$ cat src/rtl/sata_rx_prim_dec_if.sv
// ============================================================================
// sata_rx_prim_dec_if : PHY-side dword stream and decoded outputs of the
//                       SATA receive primitive decoder.  Rev 1.0
// ============================================================================
`default_nettype none

interface sata_rx_prim_dec_if #(
  parameter int C_STAT_W = 16
);
  logic                linkup;
  logic [31:0]         rxdata;
  logic                rxdatak;
  logic                stats_clr;
  logic                prim_valid;
  logic [4:0]          prim_code;
  logic                data_valid;
  logic [31:0]         data_out;
  logic                sof;
  logic                eof;
  logic                align_seen;
  logic                cont_err;
  logic                frame_err;
  logic [C_STAT_W-1:0] cnt_unknown;
  logic [C_STAT_W-1:0] cnt_cont_err;
  logic [C_STAT_W-1:0] cnt_frame_err;

  modport master (
    output linkup, rxdata, rxdatak, stats_clr,
    input  prim_valid, prim_code, data_valid, data_out, sof, eof,
           align_seen, cont_err, frame_err,
           cnt_unknown, cnt_cont_err, cnt_frame_err
  );

  modport slave (
    input  linkup, rxdata, rxdatak, stats_clr,
    output prim_valid, prim_code, data_valid, data_out, sof, eof,
           align_seen, cont_err, frame_err,
           cnt_unknown, cnt_cont_err, cnt_frame_err
  );
endinterface

`default_nettype wire

$ cat src/rtl/sata_rx_prim_dec.sv
// ============================================================================
// sata_rx_prim_dec : classifies received dwords, strips ALIGN, expands CONT,
//                    delimits SOF..EOF frames. Counters: SATA_RX_PRIM_STATS_EN.
// Rev 1.0
// ============================================================================
`default_nettype none

module sata_rx_prim_dec #(
  parameter int C_STAT_W = 16
) (
  input  wire                   phyclk,
  input  wire                   phyreset_n,
  sata_rx_prim_dec_if.slave     bus
);

  typedef enum logic [0:0] {
    ST_IDLE  = 1'b0,
    ST_FRAME = 1'b1
  } frame_st_e;

  localparam logic [4:0] P_NONE  = 5'd0;
  localparam logic [4:0] P_ALIGN = 5'd1;
  localparam logic [4:0] P_CONT  = 5'd2;
  localparam logic [4:0] P_EOF   = 5'd4;
  localparam logic [4:0] P_SOF   = 5'd15;
  localparam logic [4:0] P_SYNC  = 5'd16;
  localparam logic [4:0] P_UNK   = 5'd31;

  logic [4:0]  code_w;

  frame_st_e   st_q, st_d;
  logic        supp_q, supp_d;
  logic [1:0]  rep_q, rep_d;
  logic [4:0]  last_q, last_d;

  logic        pv_q, pv_d;
  logic [4:0]  pc_q, pc_d;
  logic        dv_q, dv_d;
  logic [31:0] dout_q, dout_d;
  logic        sof_q, sof_d;
  logic        eof_q, eof_d;
  logic        align_q, align_d;
  logic        cerr_q, cerr_d;
  logic        ferr_q, ferr_d;

  always_comb begin
    code_w = P_NONE;
    if (bus.rxdatak) begin
      case (bus.rxdata)
        32'h7B4A4ABC: code_w = 5'd1;
        32'h9999AA7C: code_w = 5'd2;
        32'h3636B57C: code_w = 5'd3;
        32'hD5D5B57C: code_w = 5'd4;
        32'hD5D5AA7C: code_w = 5'd5;
        32'h9595AA7C: code_w = 5'd6;
        32'h9595957C: code_w = 5'd7;
        32'hF5F5957C: code_w = 5'd8;
        32'h1717B57C: code_w = 5'd9;
        32'h7575957C: code_w = 5'd10;
        32'h5656B57C: code_w = 5'd11;
        32'h5555B57C: code_w = 5'd12;
        32'h3535B57C: code_w = 5'd13;
        32'h4A4A957C: code_w = 5'd14;
        32'h3737B57C: code_w = 5'd15;
        32'hB5B5957C: code_w = 5'd16;
        32'h5858B57C: code_w = 5'd17;
        32'h5757B57C: code_w = 5'd18;
        default:      code_w = P_UNK;
      endcase
    end
  end

  always_comb begin
    st_d    = st_q;
    supp_d  = supp_q;
    rep_d   = rep_q;
    last_d  = last_q;
    pv_d    = 1'b0;
    pc_d    = P_NONE;
    dv_d    = 1'b0;
    dout_d  = 32'd0;
    sof_d   = 1'b0;
    eof_d   = 1'b0;
    align_d = 1'b0;
    cerr_d  = 1'b0;
    ferr_d  = 1'b0;

    if (!bus.linkup) begin
      st_d   = ST_IDLE;
      supp_d = 1'b0;
      rep_d  = 2'd0;
      last_d = P_NONE;
    end else if (code_w == P_ALIGN) begin
      align_d = 1'b1;
    end else if (supp_q && (!bus.rxdatak || code_w == P_CONT)) begin
      // scrambled filler and further CONTs keep replaying the suppressed primitive
      pv_d = 1'b1;
      pc_d = last_q;
    end else begin
      supp_d = 1'b0;
      if (!bus.rxdatak) begin
        rep_d = 2'd0;
        if (st_q == ST_FRAME) begin
          dv_d   = 1'b1;
          dout_d = bus.rxdata;
        end else begin
          ferr_d = 1'b1;
        end
      end else if (code_w == P_CONT) begin
        pv_d = 1'b1;
        if (rep_q == 2'd2 && last_q != P_UNK) begin
          supp_d = 1'b1;
          pc_d   = last_q;
        end else begin
          pc_d   = P_CONT;
          cerr_d = 1'b1;
        end
      end else begin
        pv_d   = 1'b1;
        pc_d   = code_w;
        last_d = code_w;
        if (code_w == last_q && rep_q != 2'd0)
          rep_d = (rep_q == 2'd2) ? 2'd2 : rep_q + 2'd1;
        else
          rep_d = 2'd1;
        case (code_w)
          P_SOF: begin
            sof_d  = 1'b1;
            ferr_d = (st_q == ST_FRAME);
            st_d   = ST_FRAME;
          end
          P_EOF: begin
            if (st_q == ST_FRAME) begin
              eof_d = 1'b1;
              st_d  = ST_IDLE;
            end else begin
              ferr_d = 1'b1;
            end
          end
          P_SYNC:  st_d = ST_IDLE;
          default: ;
        endcase
      end
    end
  end

  always_ff @(posedge phyclk or negedge phyreset_n) begin
    if (!phyreset_n) begin
      st_q    <= ST_IDLE;
      supp_q  <= 1'b0;
      rep_q   <= 2'd0;
      last_q  <= P_NONE;
      pv_q    <= 1'b0;
      pc_q    <= P_NONE;
      dv_q    <= 1'b0;
      dout_q  <= 32'd0;
      sof_q   <= 1'b0;
      eof_q   <= 1'b0;
      align_q <= 1'b0;
      cerr_q  <= 1'b0;
      ferr_q  <= 1'b0;
    end else begin
      st_q    <= st_d;
      supp_q  <= supp_d;
      rep_q   <= rep_d;
      last_q  <= last_d;
      pv_q    <= pv_d;
      pc_q    <= pc_d;
      dv_q    <= dv_d;
      dout_q  <= dout_d;
      sof_q   <= sof_d;
      eof_q   <= eof_d;
      align_q <= align_d;
      cerr_q  <= cerr_d;
      ferr_q  <= ferr_d;
    end
  end

  assign bus.prim_valid = pv_q;
  assign bus.prim_code  = pc_q;
  assign bus.data_valid = dv_q;
  assign bus.data_out   = dout_q;
  assign bus.sof        = sof_q;
  assign bus.eof        = eof_q;
  assign bus.align_seen = align_q;
  assign bus.cont_err   = cerr_q;
  assign bus.frame_err  = ferr_q;

`ifdef SATA_RX_PRIM_STATS_EN
  localparam logic [C_STAT_W-1:0] C_STAT_ONE = C_STAT_W'(1);

  logic [C_STAT_W-1:0] cnt_unk_q, cnt_cerr_q, cnt_ferr_q;
  logic                unk_evt_w;

  assign unk_evt_w = pv_d && (pc_d == P_UNK);

  // counters advance in step with the pulse they count; clear has priority
  always_ff @(posedge phyclk or negedge phyreset_n) begin
    if (!phyreset_n) begin
      cnt_unk_q  <= '0;
      cnt_cerr_q <= '0;
      cnt_ferr_q <= '0;
    end else if (bus.stats_clr) begin
      cnt_unk_q  <= '0;
      cnt_cerr_q <= '0;
      cnt_ferr_q <= '0;
    end else begin
      if (unk_evt_w && !(&cnt_unk_q))
        cnt_unk_q <= cnt_unk_q + C_STAT_ONE;
      if (cerr_d && !(&cnt_cerr_q))
        cnt_cerr_q <= cnt_cerr_q + C_STAT_ONE;
      if (ferr_d && !(&cnt_ferr_q))
        cnt_ferr_q <= cnt_ferr_q + C_STAT_ONE;
    end
  end

  assign bus.cnt_unknown   = cnt_unk_q;
  assign bus.cnt_cont_err  = cnt_cerr_q;
  assign bus.cnt_frame_err = cnt_ferr_q;
`else
  assign bus.cnt_unknown   = '0;
  assign bus.cnt_cont_err  = '0;
  assign bus.cnt_frame_err = '0;
`endif

endmodule

`default_nettype wire
$ cat src/flat_wrapper.sv
// flat-port wrapper written by rule: the top's interface ports become plain ports
module sata_rx_prim_dec_flat 
#(
  parameter int C_STAT_W = 16
)
  (phyclk, phyreset_n, bus_linkup, bus_rxdata, bus_rxdatak, bus_stats_clr, bus_prim_valid, bus_prim_code, bus_data_valid, bus_data_out, bus_sof, bus_eof, bus_align_seen, bus_cont_err, bus_frame_err, bus_cnt_unknown, bus_cnt_cont_err, bus_cnt_frame_err);
  sata_rx_prim_dec_if #(.C_STAT_W(C_STAT_W)) bus_i ();
  input  wire phyclk;
  input  wire phyreset_n;
  input wire logic [$bits(bus_i.linkup)-1:0] bus_linkup;
  input wire logic [$bits(bus_i.rxdata)-1:0] bus_rxdata;
  input wire logic [$bits(bus_i.rxdatak)-1:0] bus_rxdatak;
  input wire logic [$bits(bus_i.stats_clr)-1:0] bus_stats_clr;
  output wire logic [$bits(bus_i.prim_valid)-1:0] bus_prim_valid;
  output wire logic [$bits(bus_i.prim_code)-1:0] bus_prim_code;
  output wire logic [$bits(bus_i.data_valid)-1:0] bus_data_valid;
  output wire logic [$bits(bus_i.data_out)-1:0] bus_data_out;
  output wire logic [$bits(bus_i.sof)-1:0] bus_sof;
  output wire logic [$bits(bus_i.eof)-1:0] bus_eof;
  output wire logic [$bits(bus_i.align_seen)-1:0] bus_align_seen;
  output wire logic [$bits(bus_i.cont_err)-1:0] bus_cont_err;
  output wire logic [$bits(bus_i.frame_err)-1:0] bus_frame_err;
  output wire logic [$bits(bus_i.cnt_unknown)-1:0] bus_cnt_unknown;
  output wire logic [$bits(bus_i.cnt_cont_err)-1:0] bus_cnt_cont_err;
  output wire logic [$bits(bus_i.cnt_frame_err)-1:0] bus_cnt_frame_err;
  assign bus_i.linkup = bus_linkup;
  assign bus_i.rxdata = bus_rxdata;
  assign bus_i.rxdatak = bus_rxdatak;
  assign bus_i.stats_clr = bus_stats_clr;
  assign bus_prim_valid = bus_i.prim_valid;
  assign bus_prim_code = bus_i.prim_code;
  assign bus_data_valid = bus_i.data_valid;
  assign bus_data_out = bus_i.data_out;
  assign bus_sof = bus_i.sof;
  assign bus_eof = bus_i.eof;
  assign bus_align_seen = bus_i.align_seen;
  assign bus_cont_err = bus_i.cont_err;
  assign bus_frame_err = bus_i.frame_err;
  assign bus_cnt_unknown = bus_i.cnt_unknown;
  assign bus_cnt_cont_err = bus_i.cnt_cont_err;
  assign bus_cnt_frame_err = bus_i.cnt_frame_err;
  sata_rx_prim_dec #(.C_STAT_W(C_STAT_W)) u_core (.phyclk(phyclk), .phyreset_n(phyreset_n), .bus(bus_i));
endmodule
$ cat config.mk
export PLATFORM = sky130hd
export DESIGN_NAME = sata_rx_prim_dec_flat
export DESIGN_NICKNAME = d
export VERILOG_FILES = /design/src/rtl/sata_rx_prim_dec_if.sv /design/src/rtl/sata_rx_prim_dec.sv /design/src/flat_wrapper.sv
export SDC_FILE = /design/constraint.sdc
export NUM_CORES = 1
export LEC_CHECK = 0
export ABC_AREA = 1
export BUFFER_PORTS_ARGS = -buffer_cell sky130_fd_sc_hd__buf_2
export CORE_MARGIN = 5
export CORE_UTILIZATION = 30
export CTS_CLUSTER_SIZE = 10
export DETAILED_ROUTE_END_ITERATION = 6
export REMOVE_ABC_BUFFERS = 1
export SLEW_MARGIN = 15
export SYNTH_ARGS = -nofsm -noshare
export SYNTH_HDL_FRONTEND = slang
export SYNTH_SLANG_ARGS = --single-unit
$ cat constraint.sdc
create_clock -name phyclk -period 1.08 [get_ports phyclk]
set_input_delay 0.162 -clock phyclk [delete_from_list [all_inputs] [get_ports phyclk]]
set_output_delay 0.162 -clock phyclk [all_outputs]
set_load 0.1 [all_outputs]
==> results of run 1 <==
## flip-flops by register name (all words and copies together), names as in the netlist
name / cells
u_core.bus.data_out: 32
u_core.st_q: 1
u_core.bus.eof: 1
u_core.bus.prim_valid: 1
u_core.last_q: 5
u_core.bus.sof: 1
u_core.bus.align_seen: 1
u_core.bus.cont_err: 1
u_core.bus.prim_code: 5
u_core.rep_q: 2
u_core.bus.data_valid: 1
u_core.bus.frame_err: 1
u_core.supp_q: 1
## cell type report
cell class,count,area [sq um]
clock inverter,2,38.8
sequential,53,1330
multi-input combinational,414,2420
inverter,72,282
timing repair buffer,204,2170
fill,1061,5490
tap,168,210
clock buffer,6,129
## what timing repair did
action | 4_1_cts | 5_1_grt
endpoints found under the setup margin | 38 | 53
buffers inserted | 28 | 10
resized for setup | 92 | 116
pin swaps | 44 | 66
hold buffers | 1 | 0
endpoints found under the hold margin | 53 | 0
## metal layers
metal  share of wire (%)  GRT usage (%)  vias to the layer above
li1                    -              -                     1973
met1                  43           21.1                     1833
met2                  47           25.5                      175
met3                 8.0           1.91                       12
met4                 1.0           3.43                        0
met5                   0              0                        -
## worst min path at each step
stage	from	end	slack (ps)	cells past startpoint
floorplan	phyreset_n	u_core.bus.align_seen	-130	0
global route	bus_rxdata[3]	u_core.bus.data_out[3]	80	3
finish	bus_rxdata[3]	u_core.bus.data_out[3]	70	3
global placement	phyreset_n	u_core.bus.prim_code[4]	180	2
detailed placement	phyreset_n	u_core.bus.prim_code[1]	180	2
CTS	bus_rxdata[3]	u_core.bus.data_out[3]	80	3
## critical path, stage by stage
cell	delay, ps
buf_8	100
nor2_4	90
nand2_2	70
nor2_4	200
nand3_2	130
buf_6	150
nor2_4	110
inv_2	60
nand3_4	80
nor2_4	50
nand2_4	120
nand4_1	170
inv_2	100
nand3_2	90
nand2_4	100
inv_4	50
nor2_4	130
nand2_1	90
a21oi_2	140
## logic make-up after synthesis
family	count (synthesis)	synth area share, %
AO/OA/AOI/OAI	25	4.79
other	1	0.101
flip-flops	53	35.8
buffers and inverters	125	17.5
adder cells (fa/ha/maj)	3	1.01
AND/OR/NAND/NOR	338	40.8
## where the power goes
| part | total (uW) | leakage, uW | internal, uW | switching (uW) |
|---|---|---|---|---|
| Clock | 1850 | 0.0000810 | 1100 | 746 |
| Sequential | 2030 | 0.000725 | 2010 | 18.8 |
| Combinational | 1770 | 0.00253 | 462 | 1310 |
| Total | 5650 | 0.00333 | 3580 | 2070 |
## cells in the final DEF, fill, tap and decap left out, types with 2 or more instances in the layout
cell	count
buf_12	47
inv_2	26
nor2_4	33
nor2_2	26
buf_6	19
inv_4	2
buf_2	20
inv_1	42
nor3_1	5
nand2_4	19
o21ai_1	5
nor3_2	4
nor2_1	71
clkbuf_16	5
dfrtp_1	53
nand2_2	43
buf_8	3
nand3_2	5
nand3b_1	3
nand2_1	100
conb_1	48
nand3_4	3
ha_1	3
nand3_1	22
a21oi_1	4
nand4_1	3
a21oi_2	5
buf_4	114
## metrics by stage
stage               power, uW  worst slack (ps)  instances
CTS                      5580              -861        917
global placement         3590             -1240        880
detailed placement       3600             -1230        880
global route             5890             -1040        919
floorplan                3130              -812        539
finish                   5650              -885        919
## synth_stat cells
master       n
o31ai_1      2
clkinv_1     1
a21oi_1      9
nor3_2       1
conb_1       1
o21bai_4     1
buf_2        1
nand3_1     25
nand3_2      5
o21ai_1      3
a211oi_1     1
clkbuf_1     4
nand2_1    146
inv_1       59
ha_1         3
nor2_2       7
nand3b_1     3
nor2_1     114
o2111ai_1    2
o31ai_2      1
and2_1       1
nand2_4      4
nor3_1       8
o21ai_0      3
nand4_1      3
inv_2       12
nand2_2     12
dfrtp_1     53
buf_4       48
o21ai_4      1
o21bai_1     1
o211ai_1     1
nor2_4       9
==> flow_metrics.py, run 1 <==
metrics = {
    "placement": {
        "gp_congestion": 0.915,
        "hpwl_microns": 8380,
        "numPortBuffers": 79,
        "placed_area_sq_um": 5520,
    },
    "detailed_routing": {
        "wl_per_cell_microns": 12.3,
        "vias": 3993,
        "drt_iter0_drc": 249,
        "drc": 0,
        "first_pass_iters": 5,
        "ant_nets": 0,
        "wl_microns": 11300,
        "vias_per_cell": 4.34,
    },
    "sta": {
        "fin_setup_tns_ps": -16660,
        "rsz0062_at_grt": "yes",
        "fin_crit_sh_pct": 182,
        "fin_worst_skew_ps": 5.90,
        "layout_setup_ws_ps": -885,
        "min_period_ps": 1970,
        "setup_viol": 20,
        "final-hold-violation-count": 0,
        "fmax_ghz": 0.509,
        "timing.hold.ws_ps": 74.9,
        "slew_violations": 0,
    },
    "die": {
        "die_w_microns": 121,
        "start_util_pct": 30.8,
        "die-area_sq_um": 14700,
        "ioPinCount": 129,
        "core_region_area_sq_um": 12100,
        "rows": 40,
        "die_h_microns": 121,
    },
    "cts": {
        "htree_num_levels": 2,
        "cts_buffer_depth": 2,
        "cts_tree": "done",
        "numCtsBuffers": 5,
        "worstSkewPairLatency_ps": 300,
        "cts_root_buf": "clkbuf_16",
        "clkSinkCount": 53,
        "clkTransAtPathRegs_ps": 70,
    },
    "logic_synthesis": {
        "synth_warnings": 0,
        "syn_inst": 545,
        "yosysSeqAreaShare_pct": 35.8,
        "yosys.area.top_type_share_pct": 35.8,
        "syn-mean-instance-area_sq_um": 6.81,
        "synth_area_sq_um": 3710,
        "synth.largest_area_cell": "dfrtp_1",
        "yosys-top-cells-area": "dfrtp_1 36%, nand2_1 15%, nor2_1 12%",
        "synth_seq_cells": 53,
        "synth.distinct_cells": 33,
    },
    "setup_path": {
        "crit_arrival_ps": 2180,
        "crit_fanout": 7,
        "reg2regPathDepth": 8,
        "startpoint": "bus_rxdata[0]",
        "reg2reg_to": "u_core.bus.prim_code[4]",
        "worstSetupPathType": "input port to flop",
        "crit_required_ps": 1300,
        "ff2ff_setup_slack_ps": -370,
        "start_kind": "input port",
        "endpoint": "u_core.bus.prim_code[0]",
        "end_kind": "flop",
        "worst_r2r_startpoint": "u_core.rep_q[0]",
    },
    "grt": {
        "grt_antenna_before_repair": 0,
        "grt_usage_pct": 15.2,
        "grt_pass1_vias": 3796,
        "grt_pass1_wl_microns": 18000,
        "grt_max_degree": 54,
        "grt-ovfl-total": 0,
    },
    "finish": {
        "final_layout_size_suffix_gt1_share_pct": 51.1,
        "area_delta_synth_final_pct": 77.2,
        "fin_area_sq_um": 6580,
        "fin_util_pct": 54.5,
        "nets": 790,
        "antenna_cells": 0,
    },
    "run": {
        "cap_violations": 0,
    },
    "status": {
        "status": "finished with violations",
        "violations": "negative setup slack",
    },
    "pwr": {
        "power_density_nw_per_um2": 859,
        "p_leak_uw": 0.00333,
        "peakVddDrop_v": 0.000494,
    },
    "worst_hold_path": {
        "hold_path_class": "input port to flop",
    },
}
(Power assumes the default switching activity.)
==> run 2, diff against run 1 <==
--- a/config.mk
+++ b/config.mk
@@ -7,7 +7,7 @@
 export LEC_CHECK = 0
 export ABC_AREA = 1
 export BUFFER_PORTS_ARGS = -buffer_cell sky130_fd_sc_hd__buf_2
-export CORE_MARGIN = 5
+export CORE_MARGIN = 2
 export CORE_UTILIZATION = 30
 export CTS_CLUSTER_SIZE = 10
 export DETAILED_ROUTE_END_ITERATION = 6
==> constraint.sdc (replaced) <==
create_clock -name phyclk -period 1.08 [get_ports phyclk]
set_input_delay 0.108 -clock phyclk [delete_from_list [all_inputs] [get_ports phyclk]]
set_output_delay 0.108 -clock phyclk [all_outputs]
set_load 0.1 [all_outputs]
==> flow_metrics.py, run 2 (same netlist as run 1, synthesis figures left out) <==
metrics = {
    "finish": {
        "nets": 790,
        "final_cell_mix": "118 x buf_4, 108 x nand2_1, 79 x nor2_1",
        "fill_cells": 1082,
        "final_common_cell": "buf_4",
        "antenna_cells": 0,
        "final_layout_size_suffix_gt1_share_pct": 48.9,
        "fin_area_sq_um": 6400,
        "largest_reg_flops": 32,
        "area_delta_synth_final_pct": 72.4,
        "multi_input_area_sq_um": 2330,
        "regArea_sq_um": 1330,
    },
    "setup_path": {
        "worstSetupPathType": "input port to flop",
        "crit_fanout": 7,
        "reg2reg_to": "u_core.bus.prim_code[4]",
        "start_kind": "input port",
        "ff2ff_setup_slack_ps": -370,
        "reg2regPathDepth": 9,
        "worst_r2r_startpoint": "u_core.rep_q[0]",
        "crit_required_ps": 1310,
        "crit_arrival_ps": 2160,
        "end_kind": "flop",
    },
    "cts": {
        "htree_num_levels": 2,
        "cts_buffer_depth": 2,
        "clkTransAtPathRegs_ps": 70,
        "worstSkewPairLatency_ps": 300,
        "cts_root_buf": "clkbuf_16",
        "clkSinkCount": 53,
        "numCtsBuffers": 5,
        "cts_tree": "done",
    },
    "pwr": {
        "p_leak_uw": 0.00327,
        "peakVddDrop_v": 0.000565,
        "power_density_nw_per_um2": 867,
    },
    "worst_hold_path": {
        "hold_end": "u_core.bus.data_out[3]",
        "hold_path_class": "input port to flop",
        "holdPathStages": 3,
        "hold_start": "bus_rxdata[3]",
    },
    "sta": {
        "slew_violations": 0,
        "fin_crit_sh_pct": 179,
        "min_period_ps": 1930,
        "rsz0062_at_grt": "yes",
        "fin_worst_skew_ps": 6.82,
        "layout_setup_ws_ps": -854,
        "fmax_ghz": 0.517,
        "final-hold-violation-count": 0,
        "setup_viol": 20,
    },
    "placement": {
        "placed_area_sq_um": 5560,
        "hpwl_microns": 7870,
        "numPortBuffers": 79,
        "gp_congestion": 0.917,
        "dp_slack_ps": -1160,
    },
    "detailed_routing": {
        "met3_length_microns": 580,
        "drt_iter0_drc": 181,
        "wl_per_cell_microns": 11.5,
        "met1Wirelength_microns": 4940,
        "first_pass_iters": 4,
        "vias_per_cell": 4.26,
        "drc": 0,
        "wl_microns": 10600,
        "vias": 3912,
        "ant_nets": 0,
        "top_layer": "met4",
        "dr_wl_met2_microns": 4890,
    },
    "die": {
        "ioPinCount": 129,
        "rows": 40,
        "die_h_microns": 115,
        "die-area_sq_um": 13300,
        "die_w_microns": 115,
        "start_util_pct": 30.8,
        "core_region_area_sq_um": 12100,
    },
    "run": {
        "cap_violations": 0,
    },
    "status": {
        "violations": "negative setup slack",
        "status": "finished with violations",
    },
    "grt": {
        "grt_pass1_wl_microns": 17300,
        "grt_usage_pct": 16.2,
        "grt-ovfl-total": 0,
        "grt_max_degree": 54,
        "grt_antenna_before_repair": 0,
        "grt_pass1_vias": 3678,
    },
}
[run 2: cell types whose count changed in the layout (fill, tap and decap cells not counted), sizes merged]
cell      delta
clkbuf       -1
clkinvlp     +1
inv          +1
clkinv       -1
[run 2: how the worst max path moves through the flow]
stage | to | cells after the start | start
finish | u_core.rep_q[0] | 21 | bus_rxdata[27]
floorplan | u_core.bus.frame_err | 18 | bus_rxdata[5]
CTS | u_core.last_q[3] | 20 | bus_rxdata[1]
global placement | u_core.bus.eof | 19 | bus_rxdata[15]
global route | u_core.rep_q[0] | 19 | bus_rxdata[17]
detailed placement | u_core.rep_q[0] | 19 | bus_rxdata[17]
[run 2: metal layers]
metal,up-vias,global-route usage (%)
li1,1968,-
met1,1789,22.4
met2,143,26.3
met3,12,2.48
met4,0,4.90
met5,-,0
[run 2: cell type report]
class | instances | area share [%]
Sequential cell | 53 | 20.7
Clock buffer | 5 | 1.96
Inverter | 72 | 4.38
Multi-Input combinational cell | 414 | 36.4
Timing Repair Buffer | 204 | 32.5
Tap cell | 168 | 3.29
Clock inverter | 3 | 0.724
[run 2: stage by stage]
step | setup TNS [ps] | util [%] | std cells | power [uW] | hold slack [ps]
after floorplan | -24760 | - | 539 | 3130 | -188
after global placement | -23320 | 46.1 | 887 | 3580 | 124
after detailed placement | -22610 | 46.1 | 887 | 3580 | 131
after CTS | -14910 | 50.7 | 910 | 5540 | 26.0
after global routing | -19400 | 53.0 | 919 | 5780 | 38.6
final | -15570 | 53.0 | 919 | 5550 | 29.5
[run 2: critical path: stages]
cell,delay (ps)
buf_8,100
inv_4,50
nand2_4,50
nor2_4,180
nand2_4,120
nor2_4,170
nand2_2,90
nand2_4,100
nor2_2,40
nand2_2,100
nor2_4,50
nand2_4,120
nand4_1,180
buf_4,190
nor2_2,70
nand3_1,90
nand2_1,80
inv_1,40
nand2_2,100
nand2_1,60
o21ai_1,70
[run 2: report_power, final]
group / switching, uW / total (uW) / leakage, uW / internal (uW)
combinational: 1250 / 1650 / 0.00246 / 397
clock: 768 / 1870 / 0.0000800 / 1100
sequential: 18.8 / 2030 / 0.000725 / 2010
[run 2: timing repair]
| item | 4_1_cts | 5_1_grt |
|---|---|---|
| buffers inserted | 14 | 9 |
| endpoints found under the hold margin | 53 | 0 |
| setup endpoints to repair | 23 | 31 |
| resized for setup | 90 | 62 |
| hold buffers | 1 | 0 |
| pin swaps | 30 | 53 |
==> run 3, diff against run 2 <==
--- a/config.mk
+++ b/config.mk
@@ -11,6 +11,7 @@
 export CORE_UTILIZATION = 30
 export CTS_CLUSTER_SIZE = 10
 export DETAILED_ROUTE_END_ITERATION = 6
+export GPL_TIMING_DRIVEN = 0
 export REMOVE_ABC_BUFFERS = 1
 export SLEW_MARGIN = 15
 export SYNTH_ARGS = -nofsm -noshare
==> flow_metrics.py, run 3 (same netlist as run 1, synthesis figures left out) <==
metrics = {
    "status": {
        "status": "finished with violations",
        "violations": "negative setup slack",
    },
    "sta": {
        "rsz0062_at_grt": "yes",
        "layout_setup_ws_ps": -838,
        "fin_setup_tns_ps": -22570,
        "slew_violations": 0,
        "setup_viol": 53,
        "relSlewSlack_pct": 63.1,
        "fin_crit_sh_pct": 178,
        "min_period_ps": 1920,
        "timing.hold.ws_ps": 24.4,
        "final-hold-violation-count": 0,
        "tightestPinTransition_ps": 554,
        "fin_worst_skew_ps": 6.20,
        "fmax_ghz": 0.521,
    },
    "grt": {
        "grt_max_degree": 34,
        "grt_usage_pct": 14.2,
        "grt_pass1_wl_microns": 15200,
        "grt_pass1_vias": 3237,
        "grt-ovfl-total": 0,
        "grt_antenna_before_repair": 0,
    },
    "detailed_routing": {
        "first_pass_iters": 4,
        "drt_iter0_drc": 157,
        "vias": 3670,
        "drc": 0,
        "ant_nets": 0,
        "wl_microns": 9670,
        "wl_per_cell_microns": 11.5,
        "vias_per_cell": 4.37,
    },
    "cts": {
        "clkSinkCount": 53,
        "numCtsBuffers": 5,
        "cts_buffer_depth": 2,
        "worstSkewPairLatency_ps": 300,
        "clkTransAtPathRegs_ps": 70,
        "cts_tree": "done",
        "htree_num_levels": 2,
        "cts_root_buf": "clkbuf_16",
    },
    "pwr": {
        "p_leak_uw": 0.00276,
        "power_density_nw_per_um2": 983,
        "peakVddDrop_v": 0.000538,
    },
    "setup_path": {
        "cpPeakStageDelay_ps": 190,
        "worstSetupPathType": "input port to flop",
        "crit_arrival_ps": 2140,
        "crit_fanout": 7,
        "crit_required_ps": 1300,
        "critical_path.cell_chain": "buf_2 > inv_2 > nor2_2 > nand2_2 > nor2_4 > nand3_4 > nor2_4 > inv_2 > nand3_2 > nor2_2 > nand2_4 > nand2_4 > o21bai_4 > nand3_2 > nand2_4 > inv_4 > nor2_4 > nand2_1 > a21oi_2",
        "end_kind": "flop",
        "start_kind": "input port",
        "crit_slowest_cell": "nor2_4",
    },
    "finish": {
        "largest_reg_flops": 32,
        "nets": 711,
        "final_cell_mix": "105 x nand2_1, 84 x buf_4, 76 x nor2_1",
        "fin_util_pct": 43.7,
        "area_delta_synth_final_pct": 42.2,
        "final_common_cell": "nand2_1",
        "fin_area_sq_um": 5280,
        "antenna_cells": 0,
        "final_layout_size_suffix_gt1_share_pct": 44.2,
    },
    "worst_hold_path": {
        "hold_path_class": "input port to flop",
    },
    "die": {
        "core_region_area_sq_um": 12100,
        "ioPinCount": 129,
        "die-area_sq_um": 13300,
        "die_w_microns": 115,
        "die_h_microns": 115,
        "start_util_pct": 30.8,
        "rows": 40,
    },
    "placement": {
        "placed_area_sq_um": 4140,
        "dp_slack_ps": -1280,
        "numPortBuffers": 79,
        "gp_congestion": 0.955,
        "hpwl_microns": 6970,
    },
    "run": {
        "cap_violations": 0,
    },
}
run 3: changes by cell type in the layout (fill, tap and decap cells not counted), moves of 3 or more:
cell and delta:
nand2_1 -3, buf_6 +3, inv_1 -7, inv_2 +5
buf_2 -4, nor2_1 -3, nand3_4 +3, nand3_1 -4
buf_12 -44, buf_4 -34, nand2_4 +3
run 3: stage by stage:
stage,cells,total power [uW]
finish,840,5190
global route,840,5390
CTS,824,5170
detailed placement,787,3360
global placement,786,3350
floorplan,539,3130
run 3: area by class of cell:
cell class / count / area [sq um]
fillers: 1178 / 6790
multi-input cells: 414 / 2350
flip-flops and latches: 53 / 1330
repair buffers: 125 / 956
inverters: 72 / 285
well taps: 168 / 210
clock buffers: 5 / 125
clock inverters: 3 / 25.0
run 3: report_power, final:
part | internal, uW | switching, uW | leakage [uW]
clock | 873 | 779 | 0.0000704
combinational | 273 | 1230 | 0.00196
sequential | 2010 | 21.4 | 0.000725
total | 3160 | 2030 | 0.00276
run 3: metal layers:
layer	up-vias	global-route usage, %	part of all wire [%]
met3	15	2.69	7.2
met5	-	0	0
met4	0	4.18	1.9
met2	147	23.5	47
li1	1823	-	-
met1	1685	19.0	44
run 3: timing repair:
item	CTS	global route
gates resized for setup	132	83
endpoints found under the setup margin	97	56
endpoints found under the hold margin	22	0
pin swaps	31	60
setup buffers	46	16
hold buffers	1	0
run 3: path summary, 6_finish.rpt:
| check | from | end | slack [ps] | cells after the start |
|---|---|---|---|---|
| setup / recovery | bus_rxdata[6] | u_core.bus.prim_code[3] | -840 | 19 |
| hold / removal | bus_rxdata[5] | u_core.bus.data_out[5] | 20 | 3 |
| setup reg to reg | u_core.last_q[4] | u_core.bus.prim_code[4] | -380 | 7 |
| hold reg to reg | u_core.rep_q[0] | u_core.rep_q[0] | 510 | 2 |
| max in group asynchronous | phyreset_n | u_core.bus.data_out[3] | 200 | 3 |
| min in group asynchronous | phyreset_n | u_core.bus.cont_err | 320 | 2 |
run 3: worst max-delay path: cells and delay by family:
| family | cells | cell delay (ps) |
|---|---|---|
| compound gates | 2 | 300 |
| buf+inv | 4 | 270 |
| simple gates | 13 | 1450 |
